[src/rtl/led_fade_sequencer.sv]
// Linear RGB fade sequencer: ramps three 8-bit PWM duties to a commanded colour, holds, then pulses done.
// Optional build macro LED_GAMMA_EN adds a registered (x*x+255)>>8 gamma stage on the PWM outputs.
module led_fade_sequencer #(
    parameter int CLK_DIV = 48000
) (
    input  logic        clk48,
    input  logic        rst_n,
    input  logic        cmd_valid,
    output logic        cmd_ready,
    input  logic [23:0] cmd_color,
    input  logic [7:0]  cmd_rate,
    input  logic [7:0]  cmd_hold,
    input  logic        cmd_abort,
    output logic [7:0]  pwm_dc_r,
    output logic [7:0]  pwm_dc_g,
    output logic [7:0]  pwm_dc_b,
    output logic        busy,
    output logic        done
);

    localparam int PW = (CLK_DIV > 1) ? $clog2(CLK_DIV) : 1;
    localparam logic [PW-1:0] PS_LAST = PW'(CLK_DIV - 1);

    typedef enum logic [1:0] {
        ST_IDLE = 2'd0,
        ST_FADE = 2'd1,
        ST_HOLD = 2'd2
    } state_e;

    state_e          state_q, state_d;
    logic [PW-1:0]   presc_q, presc_d;
    logic [7:0]      rate_q, rate_d;
    logic [7:0]      hold_q, hold_d;
    logic [7:0]      rate_cnt_q, rate_cnt_d;
    logic [7:0]      hold_cnt_q, hold_cnt_d;
    logic [2:0][7:0] tgt_q, tgt_d;
    logic [2:0][7:0] duty_q, duty_d;
    logic            cmd_ready_q, busy_q, done_q, done_d;
    logic            tick_s, accept_s, at_tgt_s;
    logic [2:0][7:0] pwm_s;

    // One LSB toward the target; a channel already at target never moves, so no wrap is possible.
    function automatic logic [7:0] step8(input logic [7:0] cur, input logic [7:0] tgt);
        logic [7:0] res;
        if (cur < tgt) begin
            res = cur + 8'd1;
        end else if (cur > tgt) begin
            res = cur - 8'd1;
        end else begin
            res = cur;
        end
        return res;
    endfunction

    assign tick_s   = (presc_q == PS_LAST);
    assign accept_s = cmd_valid && (state_q == ST_IDLE);
    assign at_tgt_s = (duty_q == tgt_q);

    // Fade-tick prescaler, restarted on every accepted command.
    always_comb begin
        presc_d = presc_q;
        if (accept_s) begin
            presc_d = '0;
        end else if (tick_s) begin
            presc_d = '0;
        end else begin
            presc_d = presc_q + PW'(1);
        end
    end

    // Next-state, counters, targets and linear duties.
    always_comb begin
        state_d    = state_q;
        rate_d     = rate_q;
        hold_d     = hold_q;
        rate_cnt_d = rate_cnt_q;
        hold_cnt_d = hold_cnt_q;
        tgt_d      = tgt_q;
        duty_d     = duty_q;
        done_d     = 1'b0;
        case (state_q)
            ST_IDLE: begin
                if (accept_s) begin
                    tgt_d      = cmd_color;
                    rate_d     = cmd_rate;
                    hold_d     = cmd_hold;
                    rate_cnt_d = 8'd0;
                    if (cmd_color == duty_q) begin
                        state_d    = ST_HOLD;
                        hold_cnt_d = cmd_hold;
                    end else begin
                        state_d = ST_FADE;
                    end
                end else begin
                    state_d = ST_IDLE;
                end
            end
            ST_FADE: begin
                if (cmd_abort) begin
                    state_d = ST_IDLE;
                end else if (at_tgt_s) begin
                    state_d    = ST_HOLD;
                    hold_cnt_d = hold_q;
                end else if (tick_s) begin
                    if (rate_cnt_q == rate_q) begin
                        rate_cnt_d = 8'd0;
                        for (int c = 0; c < 3; c++) begin
                            duty_d[c] = step8(duty_q[c], tgt_q[c]);
                        end
                    end else begin
                        rate_cnt_d = rate_cnt_q + 8'd1;
                    end
                end else begin
                    state_d = ST_FADE;
                end
            end
            ST_HOLD: begin
                if (cmd_abort) begin
                    state_d = ST_IDLE;
                end else if (tick_s) begin
                    if (hold_cnt_q == 8'd0) begin
                        state_d = ST_IDLE;
                        done_d  = 1'b1;
                    end else begin
                        hold_cnt_d = hold_cnt_q - 8'd1;
                    end
                end else begin
                    state_d = ST_HOLD;
                end
            end
            default: begin
                state_d = ST_IDLE;
            end
        endcase
    end

    // State and datapath registers; status outputs are registered from the next state.
    always_ff @(posedge clk48 or negedge rst_n) begin
        if (!rst_n) begin
            state_q     <= ST_IDLE;
            presc_q     <= '0;
            rate_q      <= 8'd0;
            hold_q      <= 8'd0;
            rate_cnt_q  <= 8'd0;
            hold_cnt_q  <= 8'd0;
            tgt_q       <= '0;
            duty_q      <= '0;
            cmd_ready_q <= 1'b1;
            busy_q      <= 1'b0;
            done_q      <= 1'b0;
        end else begin
            state_q     <= state_d;
            presc_q     <= presc_d;
            rate_q      <= rate_d;
            hold_q      <= hold_d;
            rate_cnt_q  <= rate_cnt_d;
            hold_cnt_q  <= hold_cnt_d;
            tgt_q       <= tgt_d;
            duty_q      <= duty_d;
            cmd_ready_q <= (state_d == ST_IDLE);
            busy_q      <= (state_d != ST_IDLE);
            done_q      <= done_d;
        end
    end

`ifdef LED_GAMMA_EN
    logic [2:0][7:0] gamma_q;

    // Square-law approximation; max x*x+255 is 65280, so 16 bits never overflow.
    function automatic logic [7:0] gamma8(input logic [7:0] x);
        logic [15:0] sq;
        sq = ({8'd0, x} * {8'd0, x}) + 16'd255;
        return sq[15:8];
    endfunction

    // Gamma stage: one extra cycle of output latency on the duties only.
    always_ff @(posedge clk48 or negedge rst_n) begin
        if (!rst_n) begin
            gamma_q <= '0;
        end else begin
            for (int c = 0; c < 3; c++) begin
                gamma_q[c] <= gamma8(duty_q[c]);
            end
        end
    end

    assign pwm_s = gamma_q;
`else
    assign pwm_s = duty_q;
`endif

    assign pwm_dc_r  = pwm_s[2];
    assign pwm_dc_g  = pwm_s[1];
    assign pwm_dc_b  = pwm_s[0];
    assign cmd_ready = cmd_ready_q;
    assign busy      = busy_q;
    assign done      = done_q;

endmodule
[config.mk]
export PLATFORM = sky130hd
export DESIGN_NAME = led_fade_sequencer
export DESIGN_NICKNAME = d
export VERILOG_FILES = /design/src/rtl/led_fade_sequencer.sv
export SDC_FILE = /design/constraint.sdc
export NUM_CORES = 1
export LEC_CHECK = 0
export BUFFER_PORTS_ARGS = -buffer_cell sky130_fd_sc_hd__buf_2
export CORE_MARGIN = 2
export CORE_UTILIZATION = 45
export CTS_CLUSTER_DIAMETER = 30
export DETAILED_ROUTE_END_ITERATION = 8
export GPL_TIMING_DRIVEN = 0
export PLACE_DENSITY = 0.65
export RECOVER_POWER = 50
export SLEW_MARGIN = 30
export SYNTH_ARGS = -nofsm -noshare
export SYNTH_HDL_FRONTEND = slang
export SYNTH_SLANG_ARGS = --single-unit
[constraint.sdc]
create_clock -name clk48 -period 3.91 [get_ports clk48]
set_input_delay 0.1955 -clock clk48 [delete_from_list [all_inputs] [get_ports clk48]]
set_output_delay 0.1955 -clock clk48 [all_outputs]
set_load 0.005 [all_outputs]
==> impl_table.tex <==
\begin{tabular}{lr}
\hline
Metric & Value \\
\hline
\multicolumn{2}{l}{\textbf{Run status}} \\
\quad Run status & finished, violations left \\
\quad Violations in the final reports & max-capacitance violations, max-slew violations \\
\multicolumn{2}{l}{\textbf{Placement}} \\
\quad Count of input and output buffers & 70 \\
\quad \# placed instances & 841 \\
\quad DPL Wire Length & 10300 um \\
\quad Worst slack at placement & 0.281 ns \\
\quad Global placement routability congestion & 0.868 \\
\multicolumn{2}{l}{\textbf{Min path}} \\
\quad Type of the tightest min-delay check & primary input to register \\
\quad Worst hold path depth & 2 \\
\quad Hold path endpoint & rate\_q[0] \\
\quad Critical hold path startpoint & cmd\_rate[0] \\
\multicolumn{2}{l}{\textbf{Flow run}} \\
\quad Max Cap Violations & 1 \\
\multicolumn{2}{l}{\textbf{Critical path}} \\
\quad CP Cell Sequence & ha\_1, nor2b\_1, o211ai\_1, a21oi\_1, or3\_4, ha\_1, nand3\_1, o211ai\_1, o41ai\_1, or4\_1, a221oi\_1, xor2\_1 \\
\quad Flop2flop setup slack & 0.33 ns \\
\quad Maximum single-stage delay on the critical path & 0.47 ns \\
\quad Number of cells on the worst reg-to-reg path & 12 \\
\quad Crit path launch type & register \\
\quad Data arrival, critical path & 3.86 ns \\
\quad Data required, critical path & 4.20 ns \\
\quad Type of the worst setup path & register to register \\
\quad Worst Setup End Kind & register \\
\quad Worst Path Max Fanout & 9 \\
\quad Crit path max-delay cell type & sky130\_fd\_sc\_hd\_\_dfrtp\_1 \\
\quad Startpoint of the lowest-slack register-to-register path & pwm\_dc\_g[1] \\
\quad Critical R2R Capture & pwm\_dc\_g[7] \\
\multicolumn{2}{l}{\textbf{STA}} \\
\quad Min Clock Period, post-route & 3.58 ns \\
\quad Fmax & 280 MHz \\
\quad Clock Skew & 0.00848 ns \\
\quad Smallest setup slack after layout & 0.334 ns \\
\quad Count of final setup violators & 0 \\
\quad Hold Slack & 0.0639 ns \\
\quad Sum of negative setup slack & 0 ns \\
\quad Share of the clock period used by the worst path after layout & 91.4\% \\
\quad Setup repair after global routing missed its margin & false \\
\quad Relative slew slack & -59.6\% \\
\quad Final-report hold violation count & 0 \\
\quad Count of pins over their slew limit & 45 \\
\quad Transition at the pin with the smallest max-transition slack & 2.39 ns \\
\multicolumn{2}{l}{\textbf{Yosys}} \\
\quad Count of mapped cells out of synthesis & 590 \\
\quad Share of flip-flops with an asynchronous set or reset after synthesis & 100\% \\
\quad Count of distinct cell types in the synthesized netlist & 55 \\
\quad Adder-cell share of the synthesized area & 11.0\% \\
\quad Average size of a mapped cell & 10.6 sq um \\
\quad Post-synthesis instance area & 0.00626 sq mm \\
\quad Synth Warn \# & 0 \\
\quad Number of flops mapped to enable cells by yosys & 0 \\
\quad Simple-gate portion of the synthesized area & 12.3\% \\
\quad Proportion of synthesized chip area in sequential cells & 40.4\% \\
\quad Top FF cell, synth & sky130\_fd\_sc\_hd\_\_dfrtp\_1 \\
\quad Synthesized netlist net count & 687 \\
\quad Multiplexer area fraction after synthesis & 12.6\% \\
\quad Synthesized-area fraction occupied by ao, oa, aoi and oai cells & 10.1\% \\
\quad Seq cells post-synth & 101 \\
\quad Combinational family with the most area after synthesis & multiplexers \\
\quad Synthesized-area fraction occupied by xor and xnor cells & 10.2\% \\
\multicolumn{2}{l}{\textbf{CTS}} \\
\quad Number of clock sinks seen by CTS & 101 \\
\quad Number of buffers created by CTS & 9 \\
\quad CTS tree & yes \\
\quad Buffers inserted during post-CTS setup optimization & 0 \\
\quad Clock slew at reported path FFs & 0.07 ns \\
\quad Insertion delay of the later-clocked pin in the worst-skew pair & 0.36 ns \\
\quad H-tree lvl count & 3 \\
\quad Largest buffer count on any clock path & 2 \\
\quad Cell at the root of the clock tree & sky130\_fd\_sc\_hd\_\_clkbuf\_16 \\
\multicolumn{2}{l}{\textbf{Global routing}} \\
\quad Maximum number of pins on one net before global-route repair & 59 \\
\quad Total global routing overflow & 0 \\
\quad Number of antenna violations at the first check in global routing & 1 \\
\quad Number of global-route vias before repair & 4613 \\
\quad Total track usage & 19.6\% \\
\quad Global-route wire length before repair & 22700 um \\
\multicolumn{2}{l}{\textbf{Pwr}} \\
\quad PD cells & 413 mW/mm\^{}2 \\
\quad Leak pwr & 3.38 nW \\
\quad Worst supply voltage drop on vdd & 209 uV \\
\multicolumn{2}{l}{\textbf{Floorplan}} \\
\quad Die area & 0.0149 sq mm \\
\quad Die X & 122 um \\
\quad Starting Density & 45.6\% \\
\quad Die height & 122 um \\
\quad Top-level I/O count & 71 \\
\quad Total core area & 0.0137 sq mm \\
\quad Number of core rows & 43 \\
\multicolumn{2}{l}{\textbf{Layout}} \\
\quad Layout cell share with drive strength beyond 1 & 23.9\% \\
\quad Synthesis-to-finish area growth & 14.2\% \\
\quad Non-filler cells in the finished layout & 859 \\
\quad Nets & 770 \\
\quad Post-layout utilization of the core & 52.1\% \\
\multicolumn{2}{l}{\textbf{Routing}} \\
\quad Per-cell routed wire length & 16.0 um \\
\quad Detailed-route wire length & 13700 um \\
\quad Vias & 4631 \\
\quad Post-route ant nets & 0 \\
\quad Vias per std cell & 5.39 \\
\quad Detailed router's first-iteration violation count & 336 \\
\quad Count of TritonRoute iterations in the first routing pass & 5 \\
\quad Remaining design rule violation count & 0 \\
\hline
\end{tabular}
==> final cells by class <==
| cell class | count | area, sq um |
|---|---|---|
| multi-input cells | 438 | 3520 |
| fillers | 1222 | 6570 |
| flip-flops and latches | 101 | 2530 |
| diodes | 1 | 2.50 |
| well taps | 180 | 225 |
| clock buffers | 10 | 229 |
| clock inverters | 6 | 63.8 |
| inverters | 38 | 143 |
| plain buffers | 13 | 71.3 |
| repair buffers | 72 | 362 |
==> placed cells by master, fill, tap and decap left out, drive strengths merged, types with 26 or more instances in the layout <==
cell    Yosys  layout
nor2       43      43
clkbuf     10      26
buf         3      68
mux2       64      64
ha         50      50
nand2      26      26
dfrtp     100     100
inv        38      38
xnor2      55      55
a21oi      29      29
==> per-stage QoR <==
stage	total power, mW	instance area [sq um]
2_1_floorplan	1.86	6260
3_3_place_gp	2.03	6830
3_5_place_dp	2.07	6870
4_1_cts	2.98	7170
5_1_grt	3.13	7150
6_report	2.95	7150
==> where the power goes <==
group / internal, mW / switching (mW) / total (mW)
Sequential: 1.21 / 0.128 / 1.34
Combinational: 0.351 / 0.361 / 0.712
Clock: 0.496 / 0.411 / 0.907
==> cells by family (layout without fill, tap and decap cells) <==
group	after synthesis	in the layout
mux	66	66
simple gates	151	151
xor+xnor	73	73
other cells	0	1
flops	101	101
buf+inv	51	139
fa+ha+maj	53	53
compound gates	95	95
==> state kept, by name, indices dropped and copies added (netlist names) <==
name and flops:
hold_q 8, pwm_dc_g 8, state_q 2, tgt_q 24
pwm_dc_b 8, pwm_dc_r 8, rate_q 8, cmd_ready 1
presc_q 16, done 1, hold_cnt_q 8, rate_cnt_q 8
busy 1
==> synth_stat cells (3+ instances only) <==
library cell	n	area, sq um
sky130_fd_sc_hd__nand4_1	16	100
sky130_fd_sc_hd__inv_1	38	143
sky130_fd_sc_hd__a221oi_1	3	26.3
sky130_fd_sc_hd__nand3_1	20	100
sky130_fd_sc_hd__a21oi_1	28	140
sky130_fd_sc_hd__nand2_1	26	97.6
sky130_fd_sc_hd__dfrtp_1	100	2500
sky130_fd_sc_hd__nor4_1	3	18.8
sky130_fd_sc_hd__and3_1	10	62.6
sky130_fd_sc_hd__o21bai_1	4	30.0
sky130_fd_sc_hd__o211ai_1	5	37.5
sky130_fd_sc_hd__nor3_1	7	35.0
sky130_fd_sc_hd__nor2_1	43	161
sky130_fd_sc_hd__xor2_1	18	158
sky130_fd_sc_hd__a22oi_1	6	45.0
sky130_fd_sc_hd__a21o_1	10	75.1
sky130_fd_sc_hd__xnor2_1	55	482
sky130_fd_sc_hd__ha_1	50	626
sky130_fd_sc_hd__mux2_2	52	586
sky130_fd_sc_hd__o21ai_0	17	85.1
sky130_fd_sc_hd__fa_1	3	60.1
sky130_fd_sc_hd__o31ai_1	5	37.5
sky130_fd_sc_hd__nor2b_1	4	25.0
sky130_fd_sc_hd__nand2b_1	6	37.5
sky130_fd_sc_hd__mux2_4	12	180
sky130_fd_sc_hd__buf_6	3	33.8
sky130_fd_sc_hd__clkbuf_1	10	37.5
==> layer usage <==
layer,track usage [%],share of wire (%),routed length (um),vias to the layer above
met2,30.2,45,6100,96
li1,-,-,-,2261
met5,0,0,0,-
met4,8.69,2.6,353,0
met3,3.70,4.6,632,22
met1,26.9,48,6620,2252
==> worst max path at each step <==
stage                      startpoint           to  slack [ns]  depth (start not counted)
after CTS                 pwm_dc_g[1]  pwm_dc_g[7]        0.20                         12
after detailed placement  pwm_dc_g[1]  pwm_dc_g[7]        0.28                         12
final                     pwm_dc_g[1]  pwm_dc_g[7]        0.33                         12
after global placement    pwm_dc_g[1]  pwm_dc_g[7]        0.38                         12
after floorplan           pwm_dc_g[1]  pwm_dc_g[7]        0.63                         12
after global routing      pwm_dc_b[2]  pwm_dc_b[7]        0.11                         12
==> critical path, delay by kind of cell, from the launching register on <==
family / cells / cell delay (ns)
AO/OA/AOI/OAI: 5 / 0.99
flip-flops: 1 / 0.47
XOR/XNOR: 1 / 0.17
AND/OR/NAND/NOR: 4 / 1.11
adder cells (fa/ha/maj): 2 / 0.74
==> what timing repair did <==
action / in CTS / in global routing
endpoints found under the hold margin: 42 / 0
setup endpoints to repair: 0 / 2
hold buffers: 1 / 0
resized for setup: 0 / 2
(Power assumes the default switching activity.)
